**src/rtl/uart_pkg.sv**
```systemverilog
// Shared types for the UART transmit engine.
//   tx_state_t  : transmit FSM states
//   frame_cfg_t : per-frame format snapshot (data width, parity, stop bits)
//   frame_parity: parity bit for a byte under a given frame format
package uart_pkg;

    typedef enum logic [2:0] {
        IDLE,
        START,
        DATA,
        PARITY,
        STOP
    } tx_state_t;

    localparam logic PARITY_EVEN = 1'b0;
    localparam logic PARITY_ODD  = 1'b1;

    typedef struct packed {
        logic eight;     // 1 = 8 data bits, 0 = 7
        logic pen;       // parity enable
        logic ohel;      // parity sense
        logic two_stop;  // 1 = two stop bits
    } frame_cfg_t;

    // Bit 7 only contributes when the frame carries 8 data bits.
    function automatic logic frame_parity(input logic [7:0] data, input frame_cfg_t cfg);
        logic p;
        p = ^data[6:0];
        if (cfg.eight) begin
            p = p ^ data[7];
        end
        case (cfg.ohel)
            PARITY_EVEN: return p;
            PARITY_ODD:  return ~p;
            default:     return p;
        endcase
    endfunction

endpackage

```
**src/rtl/uart_sync_fifo.sv**
```systemverilog
// Synchronous first-word fall-through FIFO.
//   clk, reset : clock, synchronous active-high flush
//   push/wr_data : write request; ignored while full
//   pop/rd_data  : rd_data shows the head entry; pop ignored while empty
//   count, full, empty : occupancy status (registered)
module uart_sync_fifo #(
    parameter int unsigned WIDTH = 8,
    parameter int unsigned DEPTH = 16
) (
    input  logic                       clk,
    input  logic                       reset,
    input  logic                       push,
    input  logic [WIDTH-1:0]           wr_data,
    input  logic                       pop,
    output logic [WIDTH-1:0]           rd_data,
    output logic [$clog2(DEPTH):0]     count,
    output logic                       full,
    output logic                       empty
);

    localparam int unsigned AW = $clog2(DEPTH);
    localparam int unsigned CW = AW + 1;

    logic [WIDTH-1:0] mem_q [DEPTH];
    logic [AW-1:0]    wr_ptr_q, wr_ptr_d;
    logic [AW-1:0]    rd_ptr_q, rd_ptr_d;
    logic [CW-1:0]    count_q, count_d;
    logic             push_ok, pop_ok;

    assign full    = (count_q == CW'(DEPTH));
    assign empty   = (count_q == '0);
    assign count   = count_q;
    assign rd_data = mem_q[rd_ptr_q];

    always_comb begin
        push_ok  = push && !full;
        pop_ok   = pop && !empty;
        // DEPTH is a power of two, so pointer wrap is plain overflow.
        wr_ptr_d = wr_ptr_q + AW'(push_ok);
        rd_ptr_d = rd_ptr_q + AW'(pop_ok);
        count_d  = count_q + CW'(push_ok) - CW'(pop_ok);
    end

    always_ff @(posedge clk) begin
        if (reset) begin
            wr_ptr_q <= '0;
            rd_ptr_q <= '0;
            count_q  <= '0;
        end else begin
            wr_ptr_q <= wr_ptr_d;
            rd_ptr_q <= rd_ptr_d;
            count_q  <= count_d;
        end
    end

    always_ff @(posedge clk) begin
        if (push_ok) begin
            mem_q[wr_ptr_q] <= wr_data;
        end
    end

endmodule

```
**src/rtl/uart_tx_fifo_engine.sv**
```systemverilog
// Buffered UART transmitter with run-time frame format and threshold interrupt.
//   clk, reset         : 100 MHz clock, synchronous active-high reset
//   baud_div           : clk cycles per bit (0 behaves as 1)
//   eight/pen/ohel/two_stop : frame format, sampled when a byte is popped
//   wr_en, wr_data     : byte push from the port decoder
//   int_ack            : clears int_req and ovf
//   tx                 : serial line (idle high, registered)
//   txrdy, busy, fifo_count : flow-control status
//   int_req, ovf       : sticky threshold interrupt and overflow flags
module uart_tx_fifo_engine
    import uart_pkg::*;
#(
    parameter int unsigned FIFO_DEPTH = 16,
    parameter int unsigned DIV_W      = 19,
    parameter int unsigned INT_THRESH = 4
) (
    input  logic                          clk,
    input  logic                          reset,
    input  logic [DIV_W-1:0]              baud_div,
    input  logic                          eight,
    input  logic                          pen,
    input  logic                          ohel,
    input  logic                          two_stop,
    input  logic                          wr_en,
    input  logic [7:0]                    wr_data,
    input  logic                          int_ack,
    output logic                          tx,
    output logic                          txrdy,
    output logic                          busy,
    output logic [$clog2(FIFO_DEPTH):0]   fifo_count,
    output logic                          int_req,
    output logic                          ovf
);

    localparam int unsigned CW = $clog2(FIFO_DEPTH) + 1;

    tx_state_t        state_q, state_d;
    frame_cfg_t       cfg_q, cfg_d;
    logic [7:0]       data_q, data_d;
    logic [DIV_W-1:0] div_q, div_d;
    logic [DIV_W-1:0] baud_q, baud_d;
    logic [2:0]       bit_q, bit_d;
    logic             stop2_q, stop2_d;   // second stop period in progress
    logic             tx_q, tx_d;
    logic             int_req_q, int_req_d;
    logic             ovf_q, ovf_d;

    logic             fifo_pop;
    logic [7:0]       fifo_rd;
    logic             fifo_full, fifo_empty;
    logic             bit_end, wr_accept, thresh_hit;

    uart_sync_fifo #(
        .WIDTH (8),
        .DEPTH (FIFO_DEPTH)
    ) u_fifo (
        .clk     (clk),
        .reset   (reset),
        .push    (wr_en),
        .wr_data (wr_data),
        .pop     (fifo_pop),
        .rd_data (fifo_rd),
        .count   (fifo_count),
        .full    (fifo_full),
        .empty   (fifo_empty)
    );

    always_comb begin
        state_d  = state_q;
        cfg_d    = cfg_q;
        data_d   = data_q;
        div_d    = div_q;
        baud_d   = baud_q;
        bit_d    = bit_q;
        stop2_d  = stop2_q;
        fifo_pop = 1'b0;
        bit_end  = (baud_q == '0);

        if (state_q != IDLE) begin
            baud_d = bit_end ? (div_q - DIV_W'(1)) : (baud_q - DIV_W'(1));
        end

        case (state_q)
            IDLE: begin
                if (!fifo_empty) begin
                    fifo_pop = 1'b1;
                    data_d   = fifo_rd;
                    cfg_d    = '{eight: eight, pen: pen, ohel: ohel, two_stop: two_stop};
                    div_d    = (baud_div == '0) ? DIV_W'(1) : baud_div;
                    baud_d   = div_d - DIV_W'(1);
                    bit_d    = '0;
                    stop2_d  = 1'b0;
                    state_d  = START;
                end
            end
            START: begin
                if (bit_end) state_d = DATA;
            end
            DATA: begin
                if (bit_end) begin
                    if (bit_q == (cfg_q.eight ? 3'd7 : 3'd6)) begin
                        state_d = cfg_q.pen ? PARITY : STOP;
                    end else begin
                        bit_d = bit_q + 3'd1;
                    end
                end
            end
            PARITY: begin
                if (bit_end) state_d = STOP;
            end
            STOP: begin
                if (bit_end) begin
                    if (cfg_q.two_stop && !stop2_q) begin
                        stop2_d = 1'b1;
                    end else begin
                        state_d = IDLE;
                    end
                end
            end
            default: state_d = IDLE;
        endcase

        // The line level is registered from the current state, so tx trails
        // the state register by one clk (pop at k+1, start bit at k+2).
        case (state_q)
            START:   tx_d = 1'b0;
            DATA:    tx_d = data_q[bit_q];
            PARITY:  tx_d = frame_parity(data_q, cfg_q);
            default: tx_d = 1'b1;
        endcase

        wr_accept  = wr_en && !fifo_full;
        thresh_hit = fifo_pop && !wr_accept && (fifo_count == CW'(INT_THRESH + 1));
        int_req_d  = thresh_hit || (int_req_q && !int_ack);
        ovf_d      = (wr_en && fifo_full) || (ovf_q && !int_ack);
    end

    always_ff @(posedge clk) begin
        if (reset) begin
            state_q   <= IDLE;
            cfg_q     <= '0;
            data_q    <= '0;
            div_q     <= '0;
            baud_q    <= '0;
            bit_q     <= '0;
            stop2_q   <= 1'b0;
            tx_q      <= 1'b1;
            int_req_q <= 1'b0;
            ovf_q     <= 1'b0;
        end else begin
            state_q   <= state_d;
            cfg_q     <= cfg_d;
            data_q    <= data_d;
            div_q     <= div_d;
            baud_q    <= baud_d;
            bit_q     <= bit_d;
            stop2_q   <= stop2_d;
            tx_q      <= tx_d;
            int_req_q <= int_req_d;
            ovf_q     <= ovf_d;
        end
    end

    assign tx      = tx_q;
    assign txrdy   = !fifo_full;
    assign busy    = (state_q != IDLE) || (fifo_count != '0);
    assign int_req = int_req_q;
    assign ovf     = ovf_q;

endmodule

```
**config.mk**
```make
export PLATFORM = sky130hd
export DESIGN_NAME = uart_tx_fifo_engine
export DESIGN_NICKNAME = d
export VERILOG_FILES = /design/src/rtl/uart_pkg.sv /design/src/rtl/uart_sync_fifo.sv /design/src/rtl/uart_tx_fifo_engine.sv
export SDC_FILE = /design/constraint.sdc
export NUM_CORES = 1
export LEC_CHECK = 0
export BUFFER_PORTS_ARGS = -buffer_cell sky130_fd_sc_hd__buf_2
export CAP_MARGIN = 20
export CORE_MARGIN = 1.5
export CORE_UTILIZATION = 50
export CTS_BUF_LIST = sky130_fd_sc_hd__clkbuf_16
export DETAILED_ROUTE_END_ITERATION = 10
export PLACE_DENSITY_LB_ADDON = 0.08
export SLEW_MARGIN = 5
export SYNTH_ARGS = -nofsm -noshare
export SYNTH_HDL_FRONTEND = slang
export SYNTH_SLANG_ARGS = --single-unit
```
**constraint.sdc**
```tcl
create_clock -name clk -period 8.3 [get_ports clk]
set_input_delay 1.66 -clock clk [delete_from_list [all_inputs] [get_ports clk]]
set_output_delay 1.66 -clock clk [all_outputs]
set_load 0.01 [all_outputs]
```
==> metrics.md <==
| Metric | Value |
|---|---|
| Global route overflow | `0` |
| Fmax achieved | `0.225 GHz` |
| Placed insts | `1013` |
| Die X | `around 140 um` |
| Worst relative slew slack | `0.420` |
| Async SR Flop Fraction | `0` |
| DRC viols | `0` |
| DR vias | `6390` |
| Slew Viols, Final | `0` |
| Most frequent cell on the critical path | `a31oi_1` |
| CP Launch Type | `primary input` |
| Synth Register Bits | `between 200 and 250` |
| Internal power | `2.22 mW` |
| Status | `complete, no violations` |
| Post-synth top area share | `0.416` |
| Critical path type | `primary input to flop` |
| Cells after Synth | `770` |
| DR pass1 iterations | `4` |
| Placement Setup Slack | `3.44 ns` |
| Worst setup margin | `3.85 ns` |
| Worst hold path type | `flop to flop` |
| WP data arrival | `4.88 ns` |
| Ys Warns | `0` |
| TritonCTS clock tree | `done` |
| Total chip power | `around 3.5 mW` |
| WL final | `21600 um` |
| Reg-to-reg critical path endpoint | `baud_q[18]$_SDFF_PP0_` |
| First-pass GRT wire length | `34700 um` |
| Clock Latency Late Sink | `0.52 ns` |
| Drt first-iter violations | `468` |
| Comb power frac | `0.352` |
| Row cnt | `49` |
| Ys flop type | `edfxtp_1` |
| Number of enable flip-flop cells after synthesis | `128` |
| Fin crit share | `0.536` |
| Hold_sp | `cfg_q[0]$_SDFFE_PP0P_` |
| Fill cells | `about 1500` |
| PD cells | `335 nW/um^2` |
| Buffers on Ports | `44` |
| Final Skew | `0.0160 ns` |
| Net Sw Power | `1.26 mW` |
| Root Buffer | `clkbuf_16` |
| Mean Syn Cell Area | `12.0 sq um` |
| Inserted Clock Buffers | `22` |
| Layout Cells excl Fill | `1052` |
| Num ports | `between 40 and 50` |
| Reg clk slew, reported paths | `0.05 ns` |
| Detail Route Antenna Nets | `0` |
| Area Overhead vs Synth | `12.2%` |
| Final TNS setup | `0 ns` |
| CP peak stage delay | `0.50 ns` |
| Core Area | `18000 sq um` |
| Worst VDD drop | `between 200 and 250 uV` |
| Post-CTS Setup Bufs | `0` |
| Drt via density | `6.07` |
| Vias in the first global route | `6411` |
| Crit end category | `flop` |
| Most common cell after layout, fill and taps aside | `edfxtp_1` |
| Final hold violation count | `0` |
| Worst-Margin Slew | `slightly below 0.9 ns` |
| Crit Path Max Fanout | `6` |
| Seq pwr share | `0.388` |
| Top cells by area, synth | `edfxtp_1 (42%), dfxtp_1 (16%), mux4_2 (10%)` |
| Initial antenna violation count | `0` |
| Slowest stage cell, crit path | `or4b_4` |
| CP top delay family | `simple AND/OR/NAND/NOR gates` |
| Hold depth | `2` |
| Global Route Usage Sum | `0.226` |
| Switching share of power | `0.362` |
| Nets | `~860` |
| Reg-to-reg critical path startpoint | `baud_q[13]$_SDFF_PP0_` |
| Max-cap viol count | `0` |
| Setup slack, reg-to-reg | `4.36 ns` |
| RSZ-0062 raised after global routing | `no` |
| P_leak | `between 3 and 4 nW` |
| Critical path, cell by cell | `buf_2, or4_1, nor2_1, a31oi_1, ha_1, or4b_4, or3_4, or4_4, xor2_1, a211o_1, a31oi_1` |
| Hold Buf Count CTS | `0` |
| Htree depth | `1` |
| Final core occ | `0.576` |
| Die H | `139 um` |
| Share of layout cells above drive strength 1 | `0.168` |
| Area of the mapped netlist | `9250 sq um` |
| Starting density of the core | `0.513` |
| Seq/Total Area, Yosys | `0.574` |
| Clock sink count | `201` |
| R2R depth | `11` |
| WP buf/inv | `1` |
| Clk buf depth | `3` |
| Count of final setup violators | `0` |
| Clk network pwr share | `0.260` |
| Register area | `5310 sq um` |
| Post-synth top area cell | `edfxtp_1` |
| DR WL/cell | `20.6 um` |
| Die ar. | `19300 sq um` |
| Diodes inserted | `0` |
| Multi-input logic area | `approximately 3700 sq um` |
| Syn nets | `819` |
| Largest net degree at the start of global routing | `70` |
| Commonest cells after routing, fill and taps aside | `edfxtp_1 (128), nand2_1 (82), dfxtp_1 (72), nor2_1 (69), a21oi_1 (65)` |
| Fin crit period | `4.45 ns` |
| Netlist cell types | `65` |
| Placer congestion estimate | `0.862` |
| # resized after CTS | `0` |
| WP data required | `~8.7 ns` |
| Final HPWL DP | `approximately 15000 um` |
| Worst Hold Endpoint | `cfg_q[0]$_SDFFE_PP0P_` |
[logic make-up (layout without fill, tap and decap cells)]
| family | after synthesis | after routing | share of synthesized area |
|---|---|---|---|
| and+or+nand+nor | 259 | 259 | 0.135 |
| DFF | 201 | 201 | 0.574 |
| AOI/OAI and AO/OA | 153 | 153 | 0.107 |
| buffers and inverters | 61 | 114 | 0.0248 |
| muxes | 46 | 46 | 0.107 |
| xor gates and xnor gates | 36 | 36 | 0.0341 |
| adders and majority gates | 14 | 14 | 0.0197 |
[sequential cells by signal, summed over array words and instances, names as in the netlist]
register	flops
u_fifo.mem_q	128
baud_q	19
div_q	19
data_q	8
u_fifo.count	5
cfg_q	4
u_fifo.rd_ptr_q	4
u_fifo.wr_ptr_q	4
bit_q	3
state_q	3
int_req	1
ovf	1
stop2_q	1
tx	1
[worst max path at each step]
| stage | from | end | cells after the start |
|---|---|---|---|
| floorplan | baud_div[6] | baud_q[14]$_SDFF_PP0_ | 11 |
| global placement | baud_div[11] | baud_q[14]$_SDFF_PP0_ | 11 |
| detailed placement | baud_div[11] | baud_q[14]$_SDFF_PP0_ | 11 |
| CTS | baud_div[11] | baud_q[14]$_SDFF_PP0_ | 11 |
| global route | baud_div[11] | baud_q[16]$_SDFF_PP0_ | 11 |
| finish | baud_div[12] | baud_q[14]$_SDFF_PP0_ | 11 |
[power by group through the flow]
stage	registers, mW	logic [mW]	clock network, mW
global placement	1.36	1.19	0
detailed placement	1.36	1.22	0
finish	1.35	1.22	0.906
CTS	1.35	1.23	0.922
floorplan	1.31	0.925	0
global route	1.37	1.35	0.962
[final cells by class]
type / instances / share of cell area
Multi-Input combinational cell: 508 / 0.359
Timing Repair Buffer: 57 / 0.0306
Inverter: 18 / 0.00651
Clock inverter: 17 / 0.0121
Clock buffer: 22 / 0.0531
Sequential cell: 201 / 0.511
Tap cell: 229 / 0.0276
[worst reg2reg max path, cell delays in order, from the launching register on]
cell and delay [ns]:
dfxtp_1 0.36, nor4_1 0.43, nand3_1 0.38, nor2_1 0.74, buf_4 0.30, a21oi_1 0.10
ha_1 0.22, or3b_2 0.24, o21bai_1 0.37, nor3_1 0.16, xor2_1 0.21, a2111oi_2 0.34
[metrics by stage]
step | hold slack, ns | cell area (sq um)
6_report | 0.459 | 10400
5_1_grt | 0.492 | 10400
4_1_cts | 0.462 | 10400
3_5_place_dp | 0.454 | 9700
3_3_place_gp | 0.453 | 9700
2_1_floorplan | 0.437 | 9250
[cell usage after synthesis (all sizes together) (7+ instances only)]
| cell type | number |
|---|---|
| mux4 | 42 |
| clkbuf | 38 |
| or4 | 7 |
| nand2 | 82 |
| a21oi | 65 |
| ha | 13 |
| nor4 | 13 |
| nand2b | 8 |
| edfxtp | 128 |
| dfxtp | 73 |
| xnor2 | 19 |
| inv | 18 |
| nor2b | 7 |
| a211oi | 7 |
| nor2 | 70 |
| nor3 | 32 |
| nand3 | 10 |
| xor2 | 17 |
| o21ai | 17 |
| or3 | 12 |
| a31oi | 11 |
[metal layers]
layer  global-route usage  wire length, um  vias to the layer above
li1                     -                -                     3004
met1                0.288             9040                     3157
met2                0.397            10900                      183
met3               0.0369              991                       46
met4               0.0713              663                        0
met5                    0                0                        -
Power figures use the tool's default switching activity.
